<file path="config.mk">
export PLATFORM = sky130hd
export DESIGN_NAME = uart_receiver
export DESIGN_NICKNAME = d
export VERILOG_FILES = /design/src/rtl/uart_receiver.sv
export SDC_FILE = /design/constraint.sdc
export NUM_CORES = 1
export LEC_CHECK = 0
export BUFFER_PORTS_ARGS = -buffer_cell sky130_fd_sc_hd__buf_2
export CORE_MARGIN = 1
export CORE_UTILIZATION = 60
export CTS_BUF_LIST = sky130_fd_sc_hd__clkbuf_16
export DETAILED_ROUTE_END_ITERATION = 10
export GPL_TIMING_DRIVEN = 0
export PLACE_DENSITY = 0.79
export SYNTH_ARGS = -nofsm -noshare
export SYNTH_HDL_FRONTEND = slang
export SYNTH_SLANG_ARGS = --single-unit
</file>
<file path="constraint.sdc">
create_clock -name clk -period 4.1 [get_ports clk]
set_clock_uncertainty 0.2 [all_clocks]
set_input_delay 0.205 -clock clk [delete_from_list [all_inputs] [get_ports clk]]
set_output_delay 0.205 -clock clk [all_outputs]
set_load 0.01 [all_outputs]
</file>
<file path="src/rtl/uart_receiver.sv">
// 8N1 UART receive stage: synchronizes rx, recovers frames with an internal
// bit-timing counter and holds each byte with ready, framing and overrun flags.
module uart_receiver #(
    parameter int DATA_BITS    = 8,
    parameter int CLKS_PER_BIT = 16
) (
    input  logic                 clk,
    input  logic                 reset,
    input  logic                 rx,
    input  logic                 read_ack,
    output logic [DATA_BITS-1:0] data,
    output logic                 data_ready,
    output logic                 frame_err,
    output logic                 overrun,
    output logic                 busy
);

    localparam int CW = $clog2(CLKS_PER_BIT);
    localparam int IW = $clog2(DATA_BITS) + 1;
    localparam logic [CW-1:0] HALF_LAST = CW'(CLKS_PER_BIT / 2 - 1);
    localparam logic [CW-1:0] BIT_LAST  = CW'(CLKS_PER_BIT - 1);
    localparam logic [IW-1:0] IDX_LAST  = IW'(DATA_BITS - 1);

    typedef enum logic [1:0] {IDLE, START, DATA, STOP} state_t;

    state_t               state, state_nx;
    logic [CW-1:0]        cnt, cnt_nx;
    logic [IW-1:0]        idx, idx_nx;
    logic [DATA_BITS-1:0] shreg;
    logic                 rx_m, rx_s;
    logic                 shift_en;
    logic                 complete;

    always_ff @(posedge clk or negedge reset) begin
        if (!reset) begin
            rx_m <= 1'b1;
            rx_s <= 1'b1;
        end else begin
            rx_m <= rx;
            rx_s <= rx_m;
        end
    end

    always_ff @(posedge clk or negedge reset) begin
        if (!reset) begin
            state <= IDLE;
            cnt   <= '0;
            idx   <= '0;
            shreg <= '0;
        end else begin
            state <= state_nx;
            cnt   <= cnt_nx;
            idx   <= idx_nx;
            // LSB arrives first, so after DATA_BITS shifts it sits at bit 0
            if (shift_en)
                shreg <= {rx_s, shreg[DATA_BITS-1:1]};
        end
    end

    always_comb begin
        state_nx = state;
        cnt_nx   = cnt + 1'b1;
        idx_nx   = idx;
        shift_en = 1'b0;
        complete = 1'b0;
        case (state)
            IDLE: begin
                cnt_nx = '0;
                idx_nx = '0;
                if (!rx_s)
                    state_nx = START;
            end
            START: begin
                if (cnt == HALF_LAST) begin
                    cnt_nx   = '0;
                    state_nx = rx_s ? IDLE : DATA;
                end
            end
            DATA: begin
                if (cnt == BIT_LAST) begin
                    cnt_nx   = '0;
                    shift_en = 1'b1;
                    if (idx == IDX_LAST) begin
                        idx_nx   = '0;
                        state_nx = STOP;
                    end else begin
                        idx_nx = idx + 1'b1;
                    end
                end
            end
            STOP: begin
                if (cnt == BIT_LAST) begin
                    cnt_nx   = '0;
                    complete = 1'b1;
                    state_nx = IDLE;
                end
            end
            default: state_nx = IDLE;
        endcase
    end

    always_ff @(posedge clk or negedge reset) begin
        if (!reset) begin
            data       <= '0;
            data_ready <= 1'b0;
            frame_err  <= 1'b0;
            overrun    <= 1'b0;
        end else if (complete) begin
            // An acknowledge on the completion edge frees the holding register
            if (!data_ready || read_ack) begin
                data       <= shreg;
                data_ready <= 1'b1;
                frame_err  <= ~rx_s;
                overrun    <= 1'b0;
            end else begin
                overrun <= 1'b1;
            end
        end else if (read_ack) begin
            data_ready <= 1'b0;
            frame_err  <= 1'b0;
            overrun    <= 1'b0;
        end
    end

    assign busy = (state != IDLE);

endmodule

</file>
==> qor.yml <==
drive_gt1_frac: 0.336
cts_tree: "done"
grt_usage: 0.245
p_leak_nw: 0.799
worst-path-buf-inv: 1
cp_top_family: "simple AND/OR/NAND/NOR gates"
syn_area_per_cell_um2: 12.4
ctsResizeCount: 0
cts_made_buffers: 5
ant_nets: 0
drv_slew: 0
synthToLayoutAreaGrowth_pct: 22.1
cts_root_buffer: "clkbuf_16"
synthesis.area_um2: 1370
required_ns: 4.05
postSynth.asyncResetShare: 1.00
yosysSeqAreaShare: 0.567
vdd_drop_max_mv: 0.522
end_kind: "flip-flop"
die_y_um: 49.8
critPathMaxFanout: 10
timing_worst_setup_path_type: "flip-flop to flip-flop"
place.gp.congestion: 0.768
drv_cap: 0
yosysMostFrequentCell: "dfrtp_1"
fp.dieArea_um2: 2480
period_needed_ns: 1.97
critPathMaxStageDelay_ns: 0.43
finalCritPeriodShare: 0.481
synthTopCellsByArea: "dfrtp_1 53%, mux2_2 13%, dfstp_2 3.8%"
grt_pass1_vias: 947
drtIter0Drc: 22
avgRoutedWirePerCell_um: 15.9
clockBufferDepth: 2
dpl.hpwl_mm: 1.70
synth_largest_area_cell: "dfrtp_1"
die_x_um: 49.8
clk_pin_slew_ns: 0.05
synthFlopType: "dfrtp_1"
first_pass_iters: 5
setup-tns-final_ns: 0
start_kind: "flip-flop"
power_density_nw_per_um2: 608
timing.fmax_mhz: 507
crit_chain: "ha_1 > buf_4 > nand3_4 > nor3b_4 > mux2_2"
initial_core_util: 0.666
ys_top_cells_by_count: "29 x dfrtp_1, 16 x mux2_2, 8 x nand3_1, 6 x nand2_1"
wl_mm: 2.60
ys_warn_count: 0
hold_viol: 0
h-tree-depth: 2
worst_pin_slew_ns: 0.663
worstSkewPairLatency_ns: 0.27
pin_count: 16
synth_edf_count: 0
slew_headroom: 0.558
cp.arrival_ns: 1.92
core_area_um2: 2060
antenna_found_initial: 0
synthCells: 111
clock-sinks: 31
fp-row-count: 16
critPathSlowestCell: "nor3b_4"
grt_max_degree: 32
fin_util: 0.813
fin_nets: 142
hold_path.class: "flip-flop to flip-flop"
ys_ff_latch: 31
route.detailed.drc: 0
vias: 962
status: "finished, final reports clean"
yosys.area.top_type_share: 0.529
grt_setup_unrepaired: "false"
viasPerCell: 5.87
synth_nets: 117
num_antenna_cells: 0
timing.hold.ws_ns: 0.163
setup_viol: 0
yosysUniqueCellTypes: 32
io_buffers: 15
grt-ovfl-total: 0
grt_pass1_wl_mm: 4.51
metal layers:
layer	global-route usage	wire, µm	vias up
met5	0	0	-
met4	0.0571	3	0
met3	0.0463	89	2
met2	0.392	1330	31
met1	0.345	1180	471
li1	-	-	458
cell type report:
class,instances,area (µm²)
inverters,3,11.3
clock inverters,3,38.8
well taps,27,33.8
plain buffers,5,30.0
multi-input cells,72,553
flip-flops and latches,31,778
clock buffers,5,125
repair buffers,18,105
fillers,116,387
path summary, 6_finish.rpt:
| check | start | end | slack [ns] | depth (start not counted) |
|---|---|---|---|---|
| worst max-delay path | cnt[0]$_DFF_PN0_ | data[3]$_DFFE_PN0P_ | 2.13 | 5 |
| worst min-delay path | rx_m$_DFF_PN1_ | rx_s$_DFF_PN1_ | 0.16 | 0 |
| worst max register to register | cnt[0]$_DFF_PN0_ | data[3]$_DFFE_PN0P_ | 2.13 | 5 |
| worst min register to register | rx_m$_DFF_PN1_ | rx_s$_DFF_PN1_ | 0.16 | 0 |
| max in group asynchronous | reset | data[3]$_DFFE_PN0P_ | 2.97 | 2 |
| min in group asynchronous | reset | data[5]$_DFFE_PN0P_ | 0.31 | 2 |
metrics by stage:
step           area [µm²]  power (mW)  cells  worst slack, ns
5_1_grt              1680        1.07    164             2.00
3_5_place_dp         1480       0.614    153             2.12
6_report             1680        1.02    164             2.13
2_1_floorplan        1370       0.557    111             2.32
4_1_cts              1680        1.02    164             2.11
3_3_place_gp         1480       0.602    153             2.17
kinds of logic after synthesis:
| kind of cell | count (synthesis) | share of synthesized area |
|---|---|---|
| AND/OR/NAND/NOR | 37 | 0.168 |
| flip-flops | 31 | 0.567 |
| AO/OA/AOI/OAI | 16 | 0.0793 |
| multiplexers | 16 | 0.131 |
| buffers and inverters | 8 | 0.0301 |
| adder cells (fa/ha/maj) | 2 | 0.0182 |
| XOR/XNOR | 1 | 0.00638 |
flip-flops by register name (all words and copies together) (netlist names), named ones only:
name        flops
overrun         1
frame_err       1
idx             4
shreg           8
cnt             4
rx_m            1
state           1
rx_s            1
data            8
data_ready      1
layout by cell type (no fill, tap or decap), drive strengths merged, types with 4 or more instances in the layout:
cell    netlist  final
nand3         9      9
dfrtp        29     29
mux2         16     16
buf           3     18
nor2b         4      4
o21ai         4      4
clkbuf        2      7
nand2         6      6
nor2          4      4
power by group:
| part | leakage (nW) | switching [mW] | internal [mW] | total, mW |
|---|---|---|---|---|
| combinational | 0.309 | 0.142 | 0.0917 | 0.233 |
| clock | 0.0812 | 0.116 | 0.282 | 0.399 |
| sequential | 0.409 | 0.0380 | 0.349 | 0.387 |
| total | 0.799 | 0.296 | 0.723 | 1.02 |
what timing repair did:
action	CTS	global route
hold buffers	3	0
setup buffers	0	0
endpoints found under the hold margin	31	0
Note: power is estimated with default switching activity, not from simulation.
